### config.mk
export PLATFORM = sky130hd
export DESIGN_NAME = wash_sched
export DESIGN_NICKNAME = d
export VERILOG_FILES = /design/src/rtl/wash_pkg.sv /design/src/rtl/phase_timer.sv /design/src/rtl/wash_sched.sv
export SDC_FILE = /design/constraint.sdc
export NUM_CORES = 1
export LEC_CHECK = 0
export CORE_UTILIZATION = 40
export CTS_CLUSTER_SIZE = 16
export DETAILED_ROUTE_END_ITERATION = 10
export PLACE_DENSITY = 0.68
export SYNTH_ARGS = -nofsm -noshare
export SYNTH_HDL_FRONTEND = slang
export SYNTH_SLANG_ARGS = --single-unit
### constraint.sdc
create_clock -name CLK -period 3.21 [get_ports CLK]
set_input_delay 0.321 -clock CLK [delete_from_list [all_inputs] [get_ports CLK]]
set_output_delay 0.321 -clock CLK [all_outputs]
set_load 0.02 [all_outputs]
### src/rtl/wash_pkg.sv
// wash_pkg: shared states, motor codes, programme table and default durations.
package wash_pkg;
  typedef enum logic [2:0] {
    S_IDLE  = 3'd0,
    S_FILL  = 3'd1,
    S_WASH  = 3'd2,
    S_DRAIN = 3'd3,
    S_RINSE = 3'd4,
    S_SPIN  = 3'd5,
    S_FAULT = 3'd6,
    S_ABORT = 3'd7
  } state_t;
  localparam logic [1:0] MOT_OFF  = 2'b00;
  localparam logic [1:0] MOT_AGIT = 2'b01;
  localparam logic [1:0] MOT_SPIN = 2'b10;
  localparam logic [7:0] WASH_T_DEF    = 8'd12;
  localparam logic [7:0] RINSE_T_DEF   = 8'd5;
  localparam logic [7:0] SPIN_T_DEF    = 8'd6;
  localparam logic [7:0] FILL_TMO_DEF  = 8'd30;
  localparam logic [7:0] DRAIN_TMO_DEF = 8'd20;
  // Returns {W,R,S}; unused codes fall back to the full programme.
  function automatic logic [2:0] plan_of(input logic [2:0] mode);
    return mode == 3'd1 ? 3'b110 :
           mode == 3'd2 ? 3'b100 :
           mode == 3'd3 ? 3'b011 :
           mode == 3'd4 ? 3'b010 :
           mode == 3'd5 ? 3'b001 : 3'b111;
  endfunction
endpackage

### src/rtl/phase_timer.sv
// phase_timer: 8-bit loadable down-counter with tick enable, freeze and zero flag.
module phase_timer (
  input  logic       CLK,
  input  logic       RST_N,
  input  logic       load,
  input  logic [7:0] load_val,
  input  logic       tick,
  input  logic       freeze,
  output logic [7:0] count,
  output logic       zero
);
  assign zero = count == 8'd0;
  // Load beats a concurrent tick so a fresh phase starts from its full value.
  always_ff @(posedge CLK) begin
    if (!RST_N) count <= 8'd0;
    else if (load) count <= load_val;
    else if (tick && !freeze && !zero) count <= count - 8'd1;
  end
endmodule

### src/rtl/wash_sched.sv
// wash_sched: washing-machine cycle sequencer with pause, abort and fault handling.
module wash_sched
  import wash_pkg::*;
#(
  parameter logic [7:0] WASH_T    = WASH_T_DEF,
  parameter logic [7:0] RINSE_T   = RINSE_T_DEF,
  parameter logic [7:0] SPIN_T    = SPIN_T_DEF,
  parameter logic [7:0] FILL_TMO  = FILL_TMO_DEF,
  parameter logic [7:0] DRAIN_TMO = DRAIN_TMO_DEF
) (
  input  logic       CLK,
  input  logic       RST_N,
  input  logic       TICK,
  input  logic       START,
  input  logic       STOP,
  input  logic [2:0] MODE,
  input  logic       LEVEL_OK,
  input  logic       EMPTY,
  output logic       VALVE_IN,
  output logic       VALVE_OUT,
  output logic [1:0] MOTOR,
  output logic [2:0] PHASE,
  output logic       RUN,
  output logic       PAUSED,
  output logic [7:0] REMAIN,
  output logic       DONE,
  output logic       ALARM
);
  state_t st, st_n;
  logic pau, pau_n, seg, seg_n, fin, zero;
  logic [1:0] plan, plan_n;
  logic [2:0] p;
  logic [7:0] ld_val;
  assign p = plan_of(MODE);
  assign ld_val = st_n == S_FILL  ? FILL_TMO  :
                  st_n == S_WASH  ? WASH_T    :
                  st_n == S_RINSE ? RINSE_T   :
                  st_n == S_DRAIN ? DRAIN_TMO :
                  st_n == S_SPIN  ? SPIN_T    : 8'd0;
  phase_timer u_tmr (
    .CLK(CLK), .RST_N(RST_N), .load(st_n != st), .load_val(ld_val),
    .tick(TICK), .freeze(pau), .count(REMAIN), .zero(zero)
  );
  // seg marks whether the current fill/run/drain segment is the rinse one.
  always_comb begin
    st_n = st;
    pau_n = pau;
    seg_n = seg;
    plan_n = plan;
    fin = 1'b0;
    unique case (st)
      S_IDLE: if (START) begin
        plan_n = p[1:0];
        seg_n = !p[2];
        st_n = (p[2] | p[1]) ? S_FILL : S_SPIN;
      end
      S_FAULT: if (STOP) st_n = S_IDLE;
      S_ABORT: if (EMPTY) st_n = S_IDLE;
      default: if (STOP) begin
        st_n = S_ABORT;
        pau_n = 1'b0;
      end else if (START) pau_n = !pau;
      else if (!pau) begin
        unique case (st)
          S_FILL: st_n = LEVEL_OK ? (seg ? S_RINSE : S_WASH) : zero ? S_FAULT : S_FILL;
          S_WASH, S_RINSE: if (zero) st_n = S_DRAIN;
          S_DRAIN: if (EMPTY) begin
            if (!seg && plan[1]) begin
              st_n = S_FILL;
              seg_n = 1'b1;
            end else if (plan[0]) st_n = S_SPIN;
            else begin
              st_n = S_IDLE;
              fin = 1'b1;
            end
          end else if (zero) st_n = S_FAULT;
          S_SPIN: if (zero) begin
            st_n = S_IDLE;
            fin = 1'b1;
          end
          default: ;
        endcase
      end
    endcase
  end
  always_ff @(posedge CLK) begin
    if (!RST_N) begin
      st <= S_IDLE;
      pau <= 1'b0;
      seg <= 1'b0;
      plan <= 2'b00;
      VALVE_IN <= 1'b0;
      VALVE_OUT <= 1'b0;
      MOTOR <= MOT_OFF;
      PHASE <= 3'd0;
      RUN <= 1'b0;
      PAUSED <= 1'b0;
      DONE <= 1'b0;
      ALARM <= 1'b0;
    end else begin
      st <= st_n;
      pau <= pau_n;
      seg <= seg_n;
      plan <= plan_n;
      VALVE_IN <= st_n == S_FILL && !pau_n;
      VALVE_OUT <= ((st_n == S_DRAIN || st_n == S_SPIN) && !pau_n) || st_n == S_ABORT;
      MOTOR <= pau_n ? MOT_OFF :
               (st_n == S_WASH || st_n == S_RINSE) ? MOT_AGIT :
               st_n == S_SPIN ? MOT_SPIN : MOT_OFF;
      PHASE <= st_n;
      RUN <= st_n inside {S_FILL, S_WASH, S_DRAIN, S_RINSE, S_SPIN} && !pau_n;
      PAUSED <= pau_n;
      DONE <= fin;
      ALARM <= st_n == S_FAULT;
    end
  end
endmodule

### Yosys cells after proc, flatten, opt, wreduce, memory -nomap -nowiden

Index checks and enable logic that the tools add are counted.

| word-level totals | value |
|---|---|
| output and inout bits | 19 |
| register bits | 22 |
| input port bits | 10 |

| operators by class | value |
|---|---|
| reductions and logical operators | 29 |
| muxes and demuxes | 48 |
| bitwise gates (word level) | 3 |
| add/subtract/negate cells | 1 |
| equal/unequal tests | 24 |

Operators by type and width:

| kind | count |
|---|---|
| two-way mux 3 bit | 22 |
| == test 3 bit (second input constant) | 10 |
| two-way mux 5 bit | 4 |
| == test 3 x 2 -> 1 bit (second input constant) | 6 |
| two-way mux 8 bit | 2 |
| two-way mux 1 bit | 15 |
| case mux 3 bit (4 select lines) | 1 |
| == test 3 x 1 -> 1 bit (second input constant) | 3 |
| case mux 3 bit (3 select lines) | 1 |
| logical NOT 8 bit | 1 |
| AND reduction 8 bit | 1 |
| subtractor 8 x 1 -> 8 bit (second input constant) | 1 |
| OR reduction 7 bit | 1 |
| logical AND 1 bit | 6 |
| inequality test 2 x 1 -> 1 bit (second input constant) | 3 |
| nonzero test 2 bit | 3 |
| OR reduction 2 bit | 3 |
| OR reduction 3 bit | 2 |
| logical NOT 1 bit | 5 |
| nonzero test 5 bit | 1 |
| case mux 1 bit (2 select lines) | 2 |
| nonzero test 4 bit | 1 |
| logical NOT 3 bit | 1 |
| logical OR 1 bit | 3 |
| 6 further kinds | 7 |

### Logic depth before layout (Yosys ltp)

Gate-level depths: netlist of the first run.

| logic depth | value |
|---|---|
| word-level depth | 17 |
| depth in mapped cells | 10 |
| gate-level depth less buffers | 9 |

### Hierarchy

Synthesis of the first run repeated with hierarchy kept, for this count alone.

| second synthesis, totals | value |
|---|---|
| cell total of the unflattened synthesis | 198 |
| area, all modules | 1546.5 um^2 |

By module, submodules not included:

| module | cells each | times used | area each (um^2) |
|---|---|---|---|
| wash_sched | 135 | 1 | 1014.7 |
| phase_timer | 63 | 1 | 531.8 |

### Worst setup path before layout of the first run

OpenSTA, ideal clock, no wires.

| path | value |
|---|---|
| kind | register -> register |
| start | reg u_tmr.count[0] |
| end | reg u_tmr.count[4] |
| slack | 776 ps |
| setup time | 120 ps |
| stages on the path, launching flop included | 11 |
| buffers on the path | 1 |
| arrival | 2314 ps |
| path through | dfxtp_1 > inv_1 > ha_1 > nor3b_2 > and2_1 > buf_4 > o311ai_1 > o2111ai_1 > nor4_4 > nand3b_1 > a21oi_1 |

| on the way | value |
|---|---|
| cells in the longest elaborated chain, start to end | 14 |
| elaborated cells on any way between the ends | 27 |
| classes of those cells | add/sub: 1; eq/ne: 5; mux: 17; reduce/logical: 4 |

Ends and longest elaborated chain:

| element | RTL line | RTL |
|---|---|---|
| start, declared | phase_timer.sv:9 | `output logic [7:0] count,` |
| start signal, assigned | phase_timer.sv:16 | `else if (load) count <= load_val;` |
| start signal, assigned | phase_timer.sv:17 | `else if (tick && !freeze && !zero) count <= count - 8'd1;` |
| logical NOT 8 bit | phase_timer.sv:12 | `assign zero = count == 8'd0;` |
| two-way mux 3 bit, on equally long branches | wash_sched.sv:76, wash_sched.sv:65 |  |
| two-way mux 3 bit, on equally long branches | wash_sched.sv:67, wash_sched.sv:65 |  |
| case mux 3 bit (4 select lines) | wash_sched.sv:64 | `unique case (st)` |
| two-way mux 3 bit | wash_sched.sv:63 | `else if (!pau) begin` |
| two-way mux 3 bit | wash_sched.sv:62 | `end else if (START) pau_n = !pau;` |
| two-way mux 3 bit | wash_sched.sv:59 | `default: if (STOP) begin` |
| case mux 3 bit (3 select lines) | wash_sched.sv:51 | `unique case (st)` |
| == test 3 x 2 -> 1 bit | wash_sched.sv:38 | `st_n == S_DRAIN ? DRAIN_TMO :` |
| two-way mux 5 bit | wash_sched.sv:38 |  |
| two-way mux 5 bit | wash_sched.sv:37 | `st_n == S_RINSE ? RINSE_T :` |
| two-way mux 5 bit | wash_sched.sv:36 | `st_n == S_WASH ? WASH_T :` |
| two-way mux 5 bit | wash_sched.sv:35 | `assign ld_val = st_n == S_FILL ? FILL_TMO :` |
| two-way mux 8 bit | phase_timer.sv:16 |  |

Parallel ways exist; a longest one is shown, timed or not. The select of a mux whose other input is x is not followed.
A chain may end at the register's enable or synchronous reset.

### Worst setup path after layout of the first run

| path | value |
|---|---|
| start | reg u_tmr.count[0] |
| end | reg u_tmr.count[0] |

Same word-level chain as after synthesis.

==> metrics.csv, run 1 <==
stage;metric;value;unit
hold_path;hp-class;flop to flop;
power_and_ir_drop;p_comb_share;64.9;%
place;place_congestion;0.898;
routing;drt-initial-drc-count;107;
logic_synthesis;synth_top_family_by_area;simple AND/OR/NAND/NOR gates;
timing;fmax;389;MHz
clock_tree;cts_tree;done;
timing;rsz0062_at_grt;false;
logic_synthesis;ys_seq_area_share;26.5;%
logic_synthesis;syn_avg_cell_area;8.14;um^2
finish;final_common_cell;clkdlybuf4s50_1;
finish;final_cell_mix;clkdlybuf4s50_1, nor2_1, dfxtp_1;
grt;globalRouteOverflowTotal;0;
power_and_ir_drop;leakage;0.779;nW
timing;finalSetupTns;0;ns
logic_synthesis;synth_mux_area_share;1.21;%
place;portBuffers;28;
routing;drt-total-wl;4090;um
clock_tree;cts_sinks;22;
timing;setup_ws;0.640;ns
clock_tree;post_cts_buffers;0;
finish;area_growth;23.1;%
timing;drv_slew;0;
routing;wl_per_cell;14.4;um
floorplanning;die-area;4410;um^2
clock_tree;cts_buffers;3;
power_and_ir_drop;power.share.clock;11.9;%
logic_synthesis;synthDistinctLibCells;65;
power_and_ir_drop;ir_drop;553;uV
clock_tree;cts_hold_buffers;0;
logic_synthesis;synthAdderAreaFrac;2.11;%
logic_synthesis;synth_edf_count;0;
finish;drive_gt1_share;10.7;%
timing;tightestPinTransition;0.689;ns
critical_path;cp_max_fo;8;
finish;layout.nets;246;
floorplanning;die_w;66.4;um
critical_path;crit_path_start_kind;flop;
clock_tree;cts-resized-gates;0;
timing;fin_crit_sh;80.1;%
floorplanning;rows;23;
routing;ant_nets;0;
critical_path;cp.arrival;2.74;ns
power_and_ir_drop;p_switching;1.01;mW
routing;drc;0;
clock_tree;path_clk_slew;0.08;ns
critical_path;critical_path_required;3.38;ns
logic_synthesis;yosysTopAreaCell;dfxtp_1;
logic_synthesis;synthArstFlopShare;0;%
place;pre_cts_ws;0.423;ns
run;drv_cap;0;
timing;final-setup-viol-count;0;
logic_synthesis;synth_area;1660;um^2
logic_synthesis;synth_flop_cell;dfxtp_1;
grt;grt_max_degree;18;
critical_path;endpoint_kind;flop;
routing;first_pass_iters;4;
run_status;outcome;complete, no violations;
power_and_ir_drop;switching_share;46.3;%
place;dp_hpwl;3110;um
floorplanning;start_util;41.5;%
finish;n_fill_cell;387;
logic_synthesis;yosys_register_bits;22;
grt;track_usage;20.3;%
grt;antenna_found_initial;0;
clock_tree;cts-root-buf;clkbuf_8;
timing;relSlewSlack;53.4;%
power_and_ir_drop;power.density;1060;nW/um^2
finish;antennaDiodeCount;0;
power_and_ir_drop;power_frac_seq;23.2;%
logic_synthesis;synth_compound_area_share;25.1;%
timing;hold_viol;0;
clock_tree;clk_latency;0.27;ns
grt;grt_pass1_wl;6840;um
logic_synthesis;synth.top_cell.area_share;26.5;%
timing;fin_crit;2.57;ns
timing;finClkSkew;0.00292;ns
logic_synthesis;synthCells;204;
logic_synthesis;synth-simple-area-share;33.0;%
logic_synthesis;synth_warnings;0;
clock_tree;clockBufferDepth;2;
logic_synthesis;synthesis.nets;216;
floorplanning;die_y;66.4;um
logic_synthesis;yosys.area_share.xor_xnor;4.75;%
floorplanning;core_area;4000;um^2
routing;vias_per_cell;5.64;
grt;grt_pass1_vias;1459;
critical_path;critical_path_class;flop to flop;
logic_synthesis;synthTopCellsByArea;dfxtp_1, nor2_1, nand2_1;
floorplanning;ios;29;
clock_tree;cts_max_level;1;
routing;num_vias;1597;
power_and_ir_drop;internal_power;1.17;mW
## layout make-up
| class | count | area [um^2] | share of cell area [%] |
|---|---|---|---|
| inverters | 10 | 37.5 | 1.84 |
| flip-flops and latches | 22 | 440 | 21.6 |
| clock buffers | 3 | 41.3 | 2.02 |
| clock inverters | 1 | 30.0 | 1.47 |
| repair buffers | 35 | 333 | 16.3 |
| multi-input cells | 162 | 1100 | 53.8 |
| well taps | 50 | 62.6 | 3.06 |
## routing by layer
metal  track usage [%]  vias to the layer above  wire length [um]
met3              1.72                        7               229
met4              8.51                        0                89
met5                 0                        -                 0
met1              26.3                      740              1870
li1                  -                      800                 -
met2              34.2                       50              1900
## cell usage after synthesis (3+ instances only)
cell type	count
nand2b_1	3
xor2_1	6
a21oi_1	13
o21ai_0	5
nand3b_1	3
nand3_1	6
nor2_1	25
buf_6	4
xnor2_1	3
a31oi_1	3
nand4_1	3
nand2_1	20
nor2b_1	8
inv_1	9
nor3_1	8
dfxtp_1	22
## stage by stage
stage          power, mW  area, um^2  hold WS [ns]  utilization (%)  instances
2_1_floorplan       1.57        1660         0.453                -        204
3_3_place_gp        1.91        1970         0.473             49.3        279
3_5_place_dp        1.91        1970         0.485             49.3        279
4_1_cts             2.17        2040         0.505             51.1        283
5_1_grt             2.34        2040         0.541             51.1        283
6_report            2.18        2040         0.495             51.1        283
## kinds of logic (layout without fill, tap and decap cells)
| logic type | after synthesis | in the layout |
|---|---|---|
| simple gates | 98 | 98 |
| mux | 2 | 2 |
| fa+ha+maj | 3 | 3 |
| xor+xnor | 9 | 9 |
| buf+inv | 20 | 49 |
| compound gates | 50 | 50 |
| flops | 22 | 22 |
## power groups by stage
stage / clock, mW / combinational, mW / sequential [mW]
2_1_floorplan: 0 / 1.05 / 0.519
5_1_grt: 0.274 / 1.55 / 0.520
6_report: 0.259 / 1.41 / 0.505
4_1_cts: 0.263 / 1.41 / 0.504
3_5_place_dp: 0 / 1.40 / 0.510
3_3_place_gp: 0 / 1.40 / 0.513
## path summary, 6_finish.rpt
path                                      from             end  slack, ns  depth (start not counted)
worst max-delay path            u_tmr.count[0]  u_tmr.count[0]       0.64                          9
worst min-delay path                   plan[1]         plan[1]       0.50                          2
worst max register to register  u_tmr.count[0]  u_tmr.count[0]       0.64                          9
worst min register to register         plan[1]         plan[1]       0.50                          2
## worst max-delay path, cell delays in order (launching register included)
cell and delay, ns:
dfxtp_1 0.40, inv_1 0.06, ha_1 0.24, nor3b_2 0.21
and2_1 0.26, o311ai_1 0.38, o2111ai_1 0.23, nor4_4 0.40
nand2_2 0.15, o32ai_1 0.14
## flip-flops by register name (all words and copies together), names as in the netlist
name,count
VALVE_OUT,1
st,3
pau,1
RUN,1
u_tmr.count,8
DONE,1
VALVE_IN,1
plan,2
seg,1
ALARM,1
MOTOR,2
Power figures use the tool's default switching activity.
==> run 2, diff against run 1 <==
- PLACE_DENSITY: 0.68 -> 0.71
- clock period: 3.21 -> 2.1 ns (I/O delays scaled with it)
==> metrics.csv, run 2 (synthesis gave the netlist of run 1 again) <==
stage;metric;value;unit;change
timing;hold_viol;0;;unchanged
grt;grt_pass1_wl;7960;um;was 6840 um
grt;globalRouteOverflowTotal;0;;unchanged
finish;antennaDiodeCount;0;;unchanged
finish;final_core_util;66.1;%;was 51.1%
critical_path;critical_path_required;2.27;ns;was 3.38 ns
timing;drv_slew;0;;unchanged
finish;drive_gt1_share;36.9;%;was 10.7%
grt;antenna_found_initial;0;;unchanged
clock_tree;clk_latency;0.27;ns;about the same
timing;rsz0062_at_grt;true;;was false
finish;top_register;u_tmr.count;;unchanged
run_status;failed_checks;negative setup slack;;
run_status;outcome;complete, but fails checks;;was complete, no violations
routing;drc;0;;unchanged
timing;fin_crit_sh;107;%;was 80.1%
critical_path;cp.arrival;2.42;ns;was 2.74 ns
place;pre_cts_ws;-0.268;ns;was 0.423 ns
critical_path;critical_path_class;flop to flop;;unchanged
finish;area_growth;59.3;%;was 23.1%
grt;track_usage;24.3;%;was 20.3%
place;portBuffers;28;;unchanged
timing;fin_crit;2.25;ns;was 2.57 ns
place;dp_hpwl;3800;um;was 3110 um
grt;grt_max_degree;15;;was 18
timing;tightestPinTransition;0.396;ns;was 0.689 ns
clock_tree;cts-root-buf;clkbuf_8;;unchanged
floorplanning;die-area;4410;um^2;unchanged
place;place_congestion;0.957;;was 0.898
finish;biggestRegsByFlops;u_tmr.count x8, st x3;;unchanged
floorplanning;die_w;66.4;um;unchanged
power_and_ir_drop;ir_drop;892;uV;was 553 uV
finish;final_common_cell;buf_4;;was clkdlybuf4s50_1
clock_tree;cts_hold_buffers;0;;unchanged
floorplanning;core_area;4000;um^2;unchanged
floorplanning;start_util;41.5;%;unchanged
routing;first_pass_iters;6;;was 4
routing;num_vias;1888;;was 1597
routing;wl_per_cell;14.9;um;was 14.4 um
critical_path;cp_max_fo;8;;unchanged
floorplanning;rows;23;;unchanged
floorplanning;die_y;66.4;um;unchanged
power_and_ir_drop;leakage;1.12;nW;was 0.779 nW
finish;layout.nets;306;;was 246
clock_tree;clockBufferDepth;2;;unchanged
run;drv_cap;0;;unchanged
floorplanning;ios;29;;unchanged
timing;finalSetupTns;-1.04;ns;was 0 ns
grt;grt_pass1_vias;1777;;was 1459
routing;vias_per_cell;5.50;;was 5.64
finish;final_cell_mix;buf_4, clkdlybuf4s50_1, nor2_1;;was clkdlybuf4s50_1, nor2_1, dfxtp_1
routing;drt-total-wl;5130;um;was 4090 um
timing;setup_ws;-0.155;ns;was 0.640 ns
clock_tree;cts_buffers;3;;unchanged
timing;whs;0.566;ns;was 0.495 ns
timing;fmax;444;MHz;was 389 MHz
power_and_ir_drop;power.density;1660;nW/um^2;was 1060 nW/um^2
clock_tree;cts_max_level;1;;unchanged
timing;finClkSkew;0.00434;ns;was 0.00292 ns
clock_tree;cts_sinks;22;;unchanged
clock_tree;cts_tree;done;;unchanged
hold_path;hp-class;flop to flop;;unchanged
critical_path;crit_path_start_kind;flop;;unchanged
finish;largest_reg_flops;8;;unchanged
power_and_ir_drop;p_total;4.38;mW;was 2.18 mW
timing;final-setup-viol-count;10;;was 0
critical_path;endpoint_kind;flop;;unchanged
timing;relSlewSlack;73.6;%;was 53.4%
routing;ant_nets;0;;unchanged
clock_tree;path_clk_slew;0.08;ns;about the same
routing;drt-initial-drc-count;127;;was 107
run 2: timing repair:
| item | in CTS | in global routing |
|---|---|---|
| setup endpoints to repair | 13 | 15 |
| gates resized for setup | 13 | 8 |
| cloned | 0 | 0 |
| pin swaps | 8 | 2 |
| buffers inserted | 3 | 3 |
run 2: power breakdown:
part / switching, mW / total, mW / internal, mW / leakage, nW
logic: 1.60 / 3.27 / 1.67 / 0.903
registers: 0.149 / 0.714 / 0.566 / 0.184
clock network: 0.143 / 0.398 / 0.255 / 0.0357
run 2: routing by layer:
metal  GRT usage (%)  share of wire (%)
met3            2.76                5.7
met4            12.8                2.7
met1            29.1                 42
met5               0                  0
met2            42.0                 50
run 2: layout make-up:
type | instances | area (um^2)
clock buffer | 3 | 41.3
fill | 330 | 1360
inverter | 10 | 40.0
timing repair buffer | 95 | 801
multi-input combinational | 162 | 1210
clock inverter | 1 | 30.0
tap | 50 | 62.6
sequential | 22 | 457
run 2: critical path, cell delays in order, from the launching register on:
cell and delay, ns:
dfxtp_4 0.36, inv_2 0.04, ha_4 0.15, buf_4 0.14, nor4b_2 0.15, a221o_2 0.37
o211ai_2 0.12, o32ai_2 0.16, nor4_4 0.30, buf_6 0.18, nand2_1 0.06, o211a_1 0.13
run 2: final timing paths:
path	start	endpoint	slack (ns)	depth (start not counted)
hold reg to reg	plan[0]	plan[0]	0.57	2
hold / removal	plan[0]	plan[0]	0.57	2
setup reg to reg	u_tmr.count[0]	u_tmr.count[2]	-0.15	11
setup / recovery	u_tmr.count[0]	u_tmr.count[2]	-0.15	11
run 2: through the flow:
stage,cells,area [um^2]
4_1_cts,340,2600
6_report,343,2650
5_1_grt,343,2650
3_3_place_gp,333,2450
2_1_floorplan,204,1730
3_5_place_dp,333,2450
==> run 3, diff against run 2 <==
- CORE_ASPECT_RATIO: default -> 1.1
==> metrics.csv, run 3 (synthesis gave the netlist of run 1 again) <==
stage;metric;value;unit;change
hold_path;hp-start;plan[1];;was plan[0]
power_and_ir_drop;leakage;1.10;nW;was 1.12 nW
floorplanning;start_util;41.9;%;was 41.5%
critical_path;worstReg2RegEnd;u_tmr.count[3];;was u_tmr.count[2]
critical_path;slowest_delay;0.36;ns;was 0.37 ns
timing;fin_crit;2.26;ns;was 2.25 ns
finish;seq_area;454;um^2;was 457 um^2
clock_tree;cts_hold_buffers;0;;unchanged
timing;relSlewSlack;70.9;%;was 73.6%
grt;track_usage;23.1;%;was 24.3%
critical_path;path_cells;inv_4 -> ha_4 -> nor3b_4 -> nand2_4 -> o32ai_4 -> mux2i_2 -> nor4_4 -> buf_6 -> o41ai_4;;was inv_2 -> ha_4 -> buf_4 -> nor4b_2 -> a221o_2 -> o211ai_2 -> o32ai_2 -> nor4_4 -> buf_6 -> nand2_1 -> o211a_1
finish;area_growth;58.8;%;was 59.3%
timing;fmax;443;MHz;was 444 MHz
grt;antenna_found_initial;0;;unchanged
place;dp_hpwl;3760;um;was 3800 um
critical_path;reg2reg_slack;-0.16;ns;was -0.15 ns
finish;drive_gt1_share;35.9;%;was 36.9%
finish;n_fill_cell;341;;was 330
power_and_ir_drop;ir_drop;942;uV;was 892 uV
grt;grt_max_degree;15;;unchanged
finish;final_cell_mix;buf_4, clkdlybuf4s50_1, nor2_1;;unchanged
floorplanning;core_area;3960;um^2;was 4000 um^2
floorplanning;rows;24;;was 23
critical_path;cpLargestDelayFamily;compound AO/OA/AOI/OAI gates;;unchanged
timing;hold_viol;0;;unchanged
routing;vias_per_cell;5.35;;was 5.50
floorplanning;ios;29;;unchanged
timing;drv_slew;0;;unchanged
critical_path;reg2reg_depth;9;;was 11
critical_path;critical_path_class;flop to flop;;unchanged
routing;drt-total-wl;4960;um;was 5130 um
finish;final_core_util;66.5;%;was 66.1%
power_and_ir_drop;power.density;1630;nW/um^2;was 1660 nW/um^2
floorplanning;die-area;4410;um^2;about the same
timing;finClkSkew;0.00990;ns;was 0.00434 ns
routing;ant_nets;0;;unchanged
finish;largest_reg_flops;8;;unchanged
run_status;failed_checks;negative setup slack;;unchanged
finish;multi_input_comb_area;1220;um^2;was 1210 um^2
clock_tree;cts-root-buf;clkbuf_8;;unchanged
critical_path;crit_path_start_kind;flop;;unchanged
floorplanning;die_y;69.6;um;was 66.4 um
clock_tree;clockBufferDepth;2;;unchanged
critical_path;critical_path_required;2.27;ns;about the same
run;drv_cap;0;;unchanged
finish;final_cells;342;;was 343
run_status;outcome;complete, but fails checks;;unchanged
finish;antennaDiodeCount;0;;unchanged
routing;wl_per_cell;14.5;um;was 14.9 um
clock_tree;cts_sinks;22;;unchanged
place;place_congestion;0.922;;was 0.957
grt;grt_pass1_wl;8200;um;was 7960 um
hold_path;hp-class;flop to flop;;unchanged
critical_path;cp_max_fo;7;;was 8
timing;rsz0062_at_grt;true;;unchanged
timing;setup_ws;-0.158;ns;was -0.155 ns
grt;grt_pass1_vias;1789;;was 1777
timing;tightestPinTransition;0.432;ns;was 0.396 ns
routing;drc;0;;unchanged
finish;finalInstanceArea;2640;um^2;was 2650 um^2
routing;num_vias;1828;;was 1888
critical_path;endpoint_kind;flop;;unchanged
clock_tree;cts_tree;done;;unchanged
place;portBuffers;28;;unchanged
finish;final_common_cell;buf_4;;unchanged
timing;final-setup-viol-count;13;;was 10
place;place_inst;335;;was 333
timing;whs;0.494;ns;was 0.566 ns
clock_tree;clk_latency;0.27;ns;about the same
clock_tree;cts_max_level;1;;unchanged
timing;finalSetupTns;-0.960;ns;was -1.04 ns
critical_path;path_buf_inv;2;;was 3
timing;fin_crit_sh;108;%;was 107%
hold_path;worstHoldPathCells;2;;unchanged
critical_path;cp.arrival;2.43;ns;was 2.42 ns
critical_path;reg2reg_from;u_tmr.count[1];;was u_tmr.count[0]
finish;layout.nets;303;;was 306
hold_path;whs_endpoint;plan[1];;was plan[0]
routing;drt-initial-drc-count;94;;was 127
finish;top_register;u_tmr.count;;unchanged
place;placed_cell_area;2460;um^2;was 2450 um^2
routing;first_pass_iters;4;;was 6
grt;globalRouteOverflowTotal;0;;unchanged
finish;biggestRegsByFlops;u_tmr.count x8, st x3;;unchanged
clock_tree;path_clk_slew;0.09;ns;was 0.08 ns
critical_path;crit_slowest_cell;dfxtp_4;;was a221o_2
floorplanning;die_w;63.4;um;was 66.4 um
clock_tree;cts_buffers;3;;unchanged
[run 3: changes by cell type in the layout (fill, tap and decap cells not counted), sizes merged]
| cell | delta |
|---|---|
| buf | -2 |
| clkbuf | -1 |
[run 3: area by class of cell]
| cell class | count | area share (%) |
|---|---|---|
| flip-flops and latches | 22 | 17.2 |
| inverters | 10 | 1.52 |
| repair buffers | 92 | 29.8 |
| clock inverters | 1 | 1.14 |
| well taps | 52 | 2.47 |
| multi-input cells | 162 | 46.3 |
| clock buffers | 3 | 1.57 |
[run 3: worst reg2reg max path, cell delays in order, from the launching register on]
cell	delay [ns]
dfxtp_4	0.36
inv_4	0.05
ha_4	0.13
nor3b_4	0.27
nand2_4	0.09
o32ai_4	0.35
mux2i_2	0.34
nor4_4	0.09
buf_6	0.15
o41ai_4	0.32
[run 3: layer usage]
metal,up-vias,wire (um),track usage (%),share of wire (%)
li1,918,-,-,-
met1,844,2140,29.2,43
met2,52,2470,40.1,50
met3,14,231,2.30,4.7
met4,0,114,8.59,2.3
met5,-,0,0,0
[run 3: per-stage QoR]
step / worst slack, ns / power, mW
after global routing: -0.255 / 4.60
after detailed placement: -0.364 / 3.58
after global placement: -0.304 / 3.55
after floorplan: -0.0494 / 2.49
after CTS: -0.171 / 4.16
final: -0.158 / 4.30
[run 3: worst max-delay path by stage]
stage,startpoint,end,slack (ns),depth (start not counted)
6_report,u_tmr.count[1],u_tmr.count[3],-0.16,9
2_1_floorplan,u_tmr.count[0],u_tmr.count[4],-0.05,10
3_3_place_gp,EMPTY,u_tmr.count[3],-0.30,8
4_1_cts,u_tmr.count[1],u_tmr.count[2],-0.17,10
3_5_place_dp,LEVEL_OK,u_tmr.count[3],-0.36,8
5_1_grt,u_tmr.count[1],u_tmr.count[3],-0.26,9
[run 3: where the power goes]
group	internal (mW)	total (mW)	switching, mW
sequential	0.562	0.707	0.144
combinational	1.62	3.19	1.58
clock	0.255	0.402	0.147
total	2.43	4.30	1.87
[run 3: what timing repair did]
action	4_1_cts	5_1_grt
pin swaps	4	7
setup buffers	3	0
resized for setup	7	12
endpoints found under the setup margin	14	15
